**src/rtl/qs_srt_decode_queue.sv**
```systemverilog
// qs_srt decode-and-buffer stage: decodes raw instructions into microcode and queues them for issue.
// Define QS_SRT_DECODE_Q_BYPASS_EN to forward into an empty queue combinationally in the same cycle.
package qs_srt_pkg;

  typedef struct packed {
    logic [3:0]  op;
    logic        mode;      // W / SEL / store / RET / done, depending on opcode
    logic        imm_sel;
    logic        sub;
    logic        spec_sel;
    logic [3:0]  r;
    logic [3:0]  s;
    logic [3:0]  u;
    logic [11:0] i;
  } inst_t;

  localparam logic [3:0] OP_NOP   = 4'd0;
  localparam logic [3:0] OP_JCC   = 4'd1;
  localparam logic [3:0] OP_PP    = 4'd2;
  localparam logic [3:0] OP_MEM   = 4'd3;
  localparam logic [3:0] OP_MOV   = 4'd4;
  localparam logic [3:0] OP_ARITH = 4'd5;
  localparam logic [3:0] OP_CRET  = 4'd6;
  localparam logic [3:0] OP_CNTRL = 4'd7;
  localparam logic [3:0] BLINK    = 4'hF;

  typedef struct packed {
    logic [11:0] imm;
    logic [3:0]  dst;
    logic [3:0]  src0;
    logic [3:0]  src1;
    logic [3:0]  special;
    logic [3:0]  cc;
    logic [15:0] target;
    logic        dst_en;
    logic        src0_en;
    logic        src1_en;
    logic        src0_is_zero;
    logic        src0_is_blink;
    logic        src1_is_blink;
    logic        has_imm;
    logic        has_special;
    logic        flag_en;
    logic        inv_src1;
    logic        cin;
    logic        is_jump;
    logic        is_done;
    logic        is_await;
    logic        invalid_inst;
  } ucode_t;

endpackage

module qs_srt_decode_queue
  import qs_srt_pkg::*;
#(
  parameter int DEPTH        = 4,
  parameter int PC_W         = 8,
  parameter int ERR_CNT_W    = 8,
  parameter int DROP_INVALID = 0
) (
  input  logic                       clk,
  input  logic                       rst,
  input  logic                       in_vld,
  input  inst_t                      in_inst,
  input  logic [PC_W-1:0]            in_pc,
  output logic                       in_rdy,
  output logic                       out_vld,
  output ucode_t                     out_ucode,
  output logic [PC_W-1:0]            out_pc,
  input  logic                       out_rdy,
  input  logic                       flush,
  output logic [$clog2(DEPTH+1)-1:0] occupancy,
  output logic                       err_invalid,
  output logic [ERR_CNT_W-1:0]       err_cnt
);

  localparam int PTR_W = $clog2(DEPTH);
  localparam int OCC_W = $clog2(DEPTH+1);

  logic [PTR_W-1:0]     wr_ptr_q, wr_ptr_d, rd_ptr_q, rd_ptr_d;
  logic [OCC_W-1:0]     occ_q, occ_d;
  logic [ERR_CNT_W-1:0] err_cnt_q, err_cnt_d;
  logic                 err_invalid_q, err_invalid_d;
  ucode_t               mem_ucode_q [DEPTH];
  ucode_t               mem_ucode_d [DEPTH];
  logic [PC_W-1:0]      mem_pc_q [DEPTH];
  logic [PC_W-1:0]      mem_pc_d [DEPTH];

  ucode_t dec;
  logic   accept, inv_accept, push_cand, push, pop, stored_vld, bypass;

  always_comb begin
    dec         = '0;
    dec.imm     = in_inst.i;
    dec.dst     = in_inst.r;
    dec.src0    = in_inst.s;
    dec.src1    = in_inst.u;
    dec.special = in_inst.i[3:0];
    dec.cc      = in_inst.r;
    dec.target  = {in_inst.u, in_inst.i};
    case (in_inst.op)
      OP_NOP: ;
      OP_JCC: dec.is_jump = 1'b1;
      OP_PP: begin
        if (in_inst.mode) begin
          dec.dst_en = 1'b1;
        end else begin
          dec.src1_en      = 1'b1;
          dec.src0_is_zero = 1'b1;
        end
      end
      OP_MEM: begin
        dec.src1_en = 1'b1;
        if (in_inst.mode) dec.src0_en = 1'b1;
        else              dec.dst_en  = 1'b1;
      end
      OP_MOV: begin
        dec.dst_en       = 1'b1;
        dec.src0_is_zero = 1'b1;
        if (in_inst.imm_sel)       dec.has_imm     = 1'b1;
        else if (in_inst.spec_sel) dec.has_special = 1'b1;
        else                       dec.src1_en     = 1'b1;
      end
      OP_ARITH: begin
        dec.dst_en   = in_inst.mode;
        dec.flag_en  = 1'b1;
        dec.src0_en  = 1'b1;
        dec.has_imm  = in_inst.imm_sel;
        dec.src1_en  = !in_inst.imm_sel;
        dec.inv_src1 = in_inst.sub;
        dec.cin      = in_inst.sub;
      end
      OP_CRET: begin
        dec.is_jump      = 1'b1;
        dec.src0_is_zero = 1'b1;
        if (in_inst.mode) begin
          dec.src1    = BLINK;
          dec.src1_en = 1'b1;
        end else begin
          dec.dst    = BLINK;
          dec.dst_en = 1'b1;
        end
      end
      OP_CNTRL: begin
        dec.is_done  = in_inst.mode;
        dec.is_await = !in_inst.mode;
      end
      default: dec.invalid_inst = 1'b1;
    endcase
    dec.src0_is_blink = dec.src0_en & (dec.src0 == BLINK);
    dec.src1_is_blink = dec.src1_en & (dec.src1 == BLINK);
  end

  // Invalid instructions are accounted even when dropped or flushed away.
  always_comb begin
    in_rdy     = (occ_q != OCC_W'(DEPTH));
    stored_vld = (occ_q != '0);
    accept     = in_vld & in_rdy;
    inv_accept = accept & dec.invalid_inst;
    push_cand  = accept & !flush & !((DROP_INVALID != 0) & dec.invalid_inst);
`ifdef QS_SRT_DECODE_Q_BYPASS_EN
    bypass     = push_cand & out_rdy & !stored_vld;
`else
    bypass     = 1'b0;
`endif
    push       = push_cand & !bypass;
    pop        = stored_vld & out_rdy & !flush;

    out_vld   = stored_vld | bypass;
    out_ucode = '0;
    out_pc    = '0;
    if (bypass) begin
      out_ucode = dec;
      out_pc    = in_pc;
    end else if (stored_vld) begin
      out_ucode = mem_ucode_q[rd_ptr_q];
      out_pc    = mem_pc_q[rd_ptr_q];
    end
    occupancy   = occ_q;
    err_cnt     = err_cnt_q;
    err_invalid = err_invalid_q;
  end

  always_comb begin
    wr_ptr_d      = wr_ptr_q;
    rd_ptr_d      = rd_ptr_q;
    occ_d         = occ_q;
    mem_ucode_d   = mem_ucode_q;
    mem_pc_d      = mem_pc_q;
    err_cnt_d     = err_cnt_q;
    err_invalid_d = err_invalid_q | inv_accept;
    if (inv_accept && (err_cnt_q != '1)) err_cnt_d = err_cnt_q + ERR_CNT_W'(1);
    if (flush) begin
      wr_ptr_d = '0;
      rd_ptr_d = '0;
      occ_d    = '0;
    end else begin
      if (push) begin
        mem_ucode_d[wr_ptr_q] = dec;
        mem_pc_d[wr_ptr_q]    = in_pc;
        wr_ptr_d              = wr_ptr_q + PTR_W'(1);
      end
      if (pop) rd_ptr_d = rd_ptr_q + PTR_W'(1);
      occ_d = occ_q + OCC_W'(push) - OCC_W'(pop);
    end
  end

  always_ff @(posedge clk or posedge rst) begin
    if (rst) begin
      wr_ptr_q      <= '0;
      rd_ptr_q      <= '0;
      occ_q         <= '0;
      err_cnt_q     <= '0;
      err_invalid_q <= 1'b0;
      for (int k = 0; k < DEPTH; k++) begin
        mem_ucode_q[k] <= '0;
        mem_pc_q[k]    <= '0;
      end
    end else begin
      wr_ptr_q      <= wr_ptr_d;
      rd_ptr_q      <= rd_ptr_d;
      occ_q         <= occ_d;
      err_cnt_q     <= err_cnt_d;
      err_invalid_q <= err_invalid_d;
      mem_ucode_q   <= mem_ucode_d;
      mem_pc_q      <= mem_pc_d;
    end
  end

endmodule

```
**config.mk**
```make
export PLATFORM = sky130hd
export DESIGN_NAME = qs_srt_decode_queue
export DESIGN_NICKNAME = d
export VERILOG_FILES = /design/src/rtl/qs_srt_decode_queue.sv
export SDC_FILE = /design/constraint.sdc
export NUM_CORES = 1
export LEC_CHECK = 0
export BUFFER_PORTS_ARGS = -buffer_cell sky130_fd_sc_hd__buf_2
export CORE_ASPECT_RATIO = 1.4
export CORE_MARGIN = 4
export CORE_UTILIZATION = 55
export DETAILED_ROUTE_END_ITERATION = 10
export PLACE_DENSITY = 0.74
export SYNTH_ARGS = -nofsm -noshare
export SYNTH_HDL_FRONTEND = slang
export SYNTH_SLANG_ARGS = --single-unit
export TNS_END_PERCENT = 10
```
**constraint.sdc**
```tcl
create_clock -name clk -period 15.9 [get_ports clk]
set_clock_uncertainty 0.15 [all_clocks]
set_input_delay 0 -clock clk [delete_from_list [all_inputs] [get_ports clk]]
set_output_delay 0 -clock clk [all_outputs]
set_load 0.005 [all_outputs]
```
== After elaboration in Yosys (flattened, before gate mapping) ==
Cells that the tools add are included.
Storage, ports and cells
  register bits after elaboration: 300
  input port bits: 45
  output and inout port bits: 85
  logic and storage cells: 182
Cells by class
  add/sub/neg operators: 5
  order comparisons: 3
  eq/ne operators: 11
  muxes and demuxes: 41
  bitwise gates (word level): 11
  reductions and logical operators: 14
Operator list (number)
  252-bit bitwise mux: 1
  63-bit two-way mux: 4
  63-bit binary-select mux with 2-bit select: 1
  63-bit demux with 2-bit select: 1
  32-bit bitwise mux: 1
  8-bit two-way mux: 4
  8-bit binary-select mux with 2-bit select: 1
  8-bit demux with 2-bit select: 1
  4-bit by 3-bit == test with 1-bit output (second input constant): 4
  4-bit two-way mux: 4
  2-bit two-way mux: 6
  1-bit two-way mux: 10
  8-bit by 1-bit adder with 8-bit output (second input constant): 1
  4-bit by 2-bit == test with 1-bit output (second input constant): 2
  4-bit == test (second input constant): 2
  8-bit != test (second input constant): 1
  8-bit OR reduction: 1
  1-bit AND: 7
  3-bit >= comparator (second input constant): 2
  3-bit two-way mux: 2
  2-bit NOT with 3-bit output: 2
  1-bit one-hot mux with 2 select lines: 3
  2-bit OR reduction: 3
  1-bit one-hot mux with 5 select lines: 1
  15 further kinds: 20

== Depth between registers and ports, before layout ==
  depth after elaboration: 6
  depth in mapped cells: 11
  gate-level depth less buffers: 10

== Worst setup path before layout ==
OpenSTA, ideal clock, no wires.
  path type: reg-to-reg
  start point: reg occ_q[1], in the netlist occupancy[1]
  end point: reg occ_q[2], in the netlist occupancy[2]
  setup time: 0.119 ns
  arrival: 2.220 ns
  required time: 15.631 ns
  slack: 13.411 ns
  stages on the path, launching flop included: 12
  buffers on the path: 1
  clock period less this slack: 2.489 ns
  cells stage by stage: dfrtp_1 > or3_1 > clkbuf_1 > nand2_1 > nor2_1 > ha_1 > inv_1 > ha_1 > inv_1 > fa_1 > xnor2_1 > nor2_1
On the way
  cells in the longest elaborated chain, start to end: 6
  elaborated cells on any way between the ends: 9
  classes of those cells: 2 x add/sub; 1 x eq/ne; 1 x mux; 4 x bitwise; 1 x reduce/logical
RTL lines
  from (decl): RTL line 82  | logic [OCC_W-1:0] occ_q, occ_d;
  from (signal assigned): RTL line 213  | occ_q <= '0;
  from (signal assigned): RTL line 223  | occ_q <= occ_d;
  3-bit != test: RTL line 157  | in_rdy = (occ_q != OCC_W'(DEPTH));
  1-bit AND: RTL line 159  | accept = in_vld & in_rdy;
  1-bit AND: RTL line 161  | push_cand = accept & !flush & !((DROP_INVALID != 0) & dec.invalid_inst);
  3-bit by 1-bit adder with 3-bit output: RTL line 205  | occ_d = occ_q + OCC_W'(push) - OCC_W'(pop);
  3-bit by 1-bit subtractor with 3-bit output (*): RTL line 205
  3-bit two-way mux (*): RTL line 194  | if (flush) begin
  net occ_d[2]: RTL line 82
Mark *: on every way through the listed nets, which the timed path passes. The rest lies on a longest branch.
A chain may end at the register's enable or synchronous reset.

== Final worst setup path ==
Ends and elaborated chain as after synthesis.

==> results.md <==
* Power Density at 171 nW/um^2
* Combined area of all synthesized cells at around 12,000 sq um
* Number of distinct library cell variants in the gate-level netlist after synthesis at 45
* Total negative slack for setup checks at 0 ns
* Top Usage Layer GRT: met2
* Worst EP arrival at 3.42 ns
* DP Wirelength at 14,300 um
* Fraction of post-synthesis cell area in the top cell type by area at 0.502
* Number of antenna violations at the first check in global routing at 0
* Routed via count at slightly below 7,000
* Clock period minus worst slack at 3.17 ns
* Placed cells at 1,140
* Fillers at between 1,500 and 2,000
* Seq/Total Area, Yosys at 0.502
* Type of the tightest min-delay check: in -> async
* Remaining routing DRC violations at 0
* WHS at -0.00298 ns
* Maximum buffer depth of the clock tree at 3
* Maximum achievable frequency at 0.315 GHz
* Maximum number of pins on one net before global-route repair at between 90 and 100
* Met2 layer usage reported by global route at 0.352
* Antenna cells at 0
* Global routing usage on met1 at 0.292
* Routed WL at ~24,000 um
* Cells taking the most area after synthesis: sky130_fd_sc_hd__dfrtp_1, sky130_fd_sc_hd__mux2_4, sky130_fd_sc_hd__mux4_2
* Placed Instance Area at between 10,000 and 15,000 sq um
* Pre-antenna DRT Iters at 4
* Synthesized instance count at just over 800
* H-Tree Level Count at 1
* Peak supply drop at about 170 uV
* Count of routing violations after the opening detailed-route iteration at approximately 420
* Quantity of I/O buffers inserted on ports at 129
* Non-filler instance count after layout at ~1,200
* Count of final hold-check violations at 2
* Final setup viols at 0
* Floorplan Core Area at 20,600 sq um
* Post-Syn Area per Cell at 14.2 sq um
* Worst path required time at between 15 and 20 ns
* Fraction of layout cells with a size suffix above 1 at 0.396
* Overall die width at roughly 130 um
* Clock Pin Slew Worst Setup and Hold Paths at 0.06 ns
* CTS tree: done
* Number of clock sinks at ~230
* Number of pins with negative max-slew slack in the final report at 0
* Standard-cell rows at slightly above 60
* Primary flip-flop cell chosen by synthesis mapping: sky130_fd_sc_hd__dfrtp_1
* Count of flip-flops with a built-in enable after synthesis at 0
* Via count of the first global-routing pass at about 7,500
* Area Overhead vs Synth at 14.5%
* Height of the die at about 180 um
* PnR Total Power at between 0.002 and 0.0025 W
* Reg area at roughly 5800 sq um
* # nets final at roughly 1,000
* Total area of multi-input combinational cells at roughly 5100 sq um
* Transition time at the pin with the least slew margin at around 1.1 ns
* CP Launch Type: flop
* LEAKAGE at 6.50 nW
* Setup repair after global routing missed its margin: no
* Sum of buffers and inverters on the critical path at 2
* Total die area at about 23,000 sq um
* Antenna Nets Post-Route at 0
* Synth Net Count at roughly 870
* Largest delay share family, worst path: simple AND/OR/NAND/NOR gates
* Root buffer cell: sky130_fd_sc_hd__clkbuf_16
* Share of flip-flops with an asynchronous set or reset at 1.00
* Final weighted congestion of routability-driven global placement at between 0.7 and 0.8
* Worst slew margin relative to its limit at 0.245
* Final design area excluding fillers at between 10,000 and 15,000 sq um
* Clock buffer count from CTS at 24
* Violations in the final reports: negative hold slack
* Library cell contributing the largest single delay on the critical path: sky130_fd_sc_hd__or3_2
* Detailed-route wire length per cell at 19.5 um
* Crit-path max cell delay at 0.98 ns
* Yosys reg bits at 232
* I/O pin count at 130
* Vias per inst at 5.52
* Global route overflow at 0
* Critical-path cell list: or3_2, nand2_1, nor2_1, ha_1, inv_1, ha_1, inv_1, fa_1, xnor2_1, nor2_1
* GR Layer Usage met3 at 0.0276
* Worst Setup End Kind: flop
* Outcome: complete, but fails checks
* Effective utilization at floorplan at 0.560
* Yosys top cell by area: sky130_fd_sc_hd__dfrtp_1
* Type of the worst setup path: reg -> reg
* Worst-Skew Late Latency at approximately 0.5 ns
* Period utilisation layout at 0.200
* Maximum fanout along the worst path at 57
* Max-Cap Viols at 0
* Number of warnings reported in the yosys synthesis log at 0
* Global routing usage summed across all routing layers at 0.209
* Global-route wire length before repair at 39,800 um
## cell families after synthesis
logic type               count (synthesis)  synth area share
AND/OR/NAND/NOR                        193            0.0877
flip-flops                             232             0.502
adder cells (fa/ha/maj)                  8           0.00931
multiplexers                           201             0.294
buffers and inverters                   79            0.0571
XOR/XNOR                                10           0.00757
AO/OA/AOI/OAI                           92            0.0425
## final timing paths
check,from,slack (ns),end,cells after the start
setup / recovery,occupancy[1]$_DFF_PP0_,12.73,occupancy[2]$_DFF_PP0_,10
hold / removal,rst,-0.003,mem_ucode_q[215]$_DFFE_PP0P_,3
setup reg to reg,occupancy[1]$_DFF_PP0_,12.73,occupancy[2]$_DFF_PP0_,10
hold reg to reg,err_invalid$_DFF_PP0_,0.32,err_invalid$_DFF_PP0_,1
max in group asynchronous,rst,14.17,mem_ucode_q[244]$_DFFE_PP0P_,4
min in group clk,in_inst[3],0.16,mem_ucode_q[243]$_DFFE_PP0P_,3
## per-stage QoR
stage          setup slack [ns]   util  hold slack (ns)
6_report                  12.73  0.642         -0.00298
3_5_place_dp              12.74  0.581           0.0157
4_1_cts                   12.69  0.642           0.0344
3_3_place_gp              12.80  0.581           0.0145
5_1_grt                   12.52  0.642           0.0835
2_1_floorplan              9.39      -         -0.00795
## cell usage after synthesis (2+ instances only)
| cell | instances |
|---|---|
| sky130_fd_sc_hd__a21oi_1 | 10 |
| sky130_fd_sc_hd__and2_1 | 54 |
| sky130_fd_sc_hd__buf_12 | 9 |
| sky130_fd_sc_hd__buf_2 | 8 |
| sky130_fd_sc_hd__buf_4 | 34 |
| sky130_fd_sc_hd__buf_6 | 4 |
| sky130_fd_sc_hd__buf_8 | 4 |
| sky130_fd_sc_hd__clkbuf_1 | 7 |
| sky130_fd_sc_hd__clkbuf_2 | 2 |
| sky130_fd_sc_hd__dfrtp_1 | 232 |
| sky130_fd_sc_hd__ha_1 | 7 |
| sky130_fd_sc_hd__inv_1 | 10 |
| sky130_fd_sc_hd__mux2_2 | 6 |
| sky130_fd_sc_hd__mux2_4 | 140 |
| sky130_fd_sc_hd__mux4_2 | 54 |
| sky130_fd_sc_hd__nand2_1 | 84 |
| sky130_fd_sc_hd__nand2b_1 | 8 |
| sky130_fd_sc_hd__nand3_1 | 9 |
| sky130_fd_sc_hd__nand3_4 | 4 |
| sky130_fd_sc_hd__nand4_1 | 3 |
| sky130_fd_sc_hd__nor2_1 | 15 |
| sky130_fd_sc_hd__nor2b_1 | 3 |
| sky130_fd_sc_hd__nor3_1 | 3 |
| sky130_fd_sc_hd__o21ai_0 | 66 |
| sky130_fd_sc_hd__o21ai_1 | 7 |
| sky130_fd_sc_hd__o31ai_1 | 2 |
| sky130_fd_sc_hd__or3_1 | 4 |
| sky130_fd_sc_hd__xnor2_1 | 6 |
| sky130_fd_sc_hd__xor2_1 | 4 |
## flip-flops by register name, summed over array words and instances (netlist names)
signal       cells
err_cnt          8
mem_pc_q        32
mem_ucode_q    184
occupancy        3
wr_ptr_q         2
rd_ptr_q         2
err_invalid      1
## where the power goes
group | internal [W] | total, W | switching (W)
clock | 0.000324 | 0.000548 | 0.000224
sequential | 0.000804 | 0.000936 | 0.000132
combinational | 0.000482 | 0.000780 | 0.000297
total | 0.00161 | 0.00226 | 0.000653
## worst reg2reg max path: cells and delay by family (launching register included)
kind | cells | cell delay [ns]
xor+xnor | 1 | 0.16
fa+ha+maj | 3 | 0.78
buf+inv | 2 | 0.11
flops | 1 | 0.46
simple gates | 4 | 1.40
## placed cells by master (no fill, tap or decap), types with 2 or more instances in the layout
master	count
sky130_fd_sc_hd__and2_1	54
sky130_fd_sc_hd__xnor2_1	6
sky130_fd_sc_hd__clkbuf_1	5
sky130_fd_sc_hd__nand3_4	4
sky130_fd_sc_hd__inv_1	9
sky130_fd_sc_hd__o31ai_1	2
sky130_fd_sc_hd__a21oi_1	10
sky130_fd_sc_hd__nand2b_1	8
sky130_fd_sc_hd__nand4_1	3
sky130_fd_sc_hd__buf_2	129
sky130_fd_sc_hd__mux2_2	6
sky130_fd_sc_hd__mux2_4	140
sky130_fd_sc_hd__ha_1	7
sky130_fd_sc_hd__nor2b_1	3
sky130_fd_sc_hd__dfrtp_1	230
sky130_fd_sc_hd__dlygate4sd3_1	49
sky130_fd_sc_hd__mux4_2	54
sky130_fd_sc_hd__xor2_1	4
sky130_fd_sc_hd__or3_1	3
sky130_fd_sc_hd__nor3_1	3
sky130_fd_sc_hd__o21ai_1	7
sky130_fd_sc_hd__nor2_1	15
sky130_fd_sc_hd__o21ai_0	66
sky130_fd_sc_hd__nand3_1	9
sky130_fd_sc_hd__clkinv_2	4
sky130_fd_sc_hd__clkbuf_8	5
sky130_fd_sc_hd__buf_4	8
sky130_fd_sc_hd__clkbuf_16	25
sky130_fd_sc_hd__nand2_1	84
## cell type report
type	count	area share
clock inverters	5	0.00378
clock buffers	35	0.0539
repair buffers	186	0.0904
well taps	256	0.0242
flip-flops and latches	232	0.439
inverters	11	0.00387
multi-input cells	504	0.385
## routing by layer
layer | vias up | share of wire | wire length, um
met1 | 3470 | 0.44 | 10500
met2 | 142 | 0.51 | 12100
li1 | 3141 | - | -
met3 | 26 | 0.038 | 898
met5 | - | 0 | 0
met4 | 0 | 0.017 | 395
## timing repair
item | CTS | global route
buffers inserted | 0 | 0
hold buffers | 49 | 0
resized for setup | 0 | 0
endpoints found under the hold margin | 308 | 0
Power figures use the tool's default switching activity.
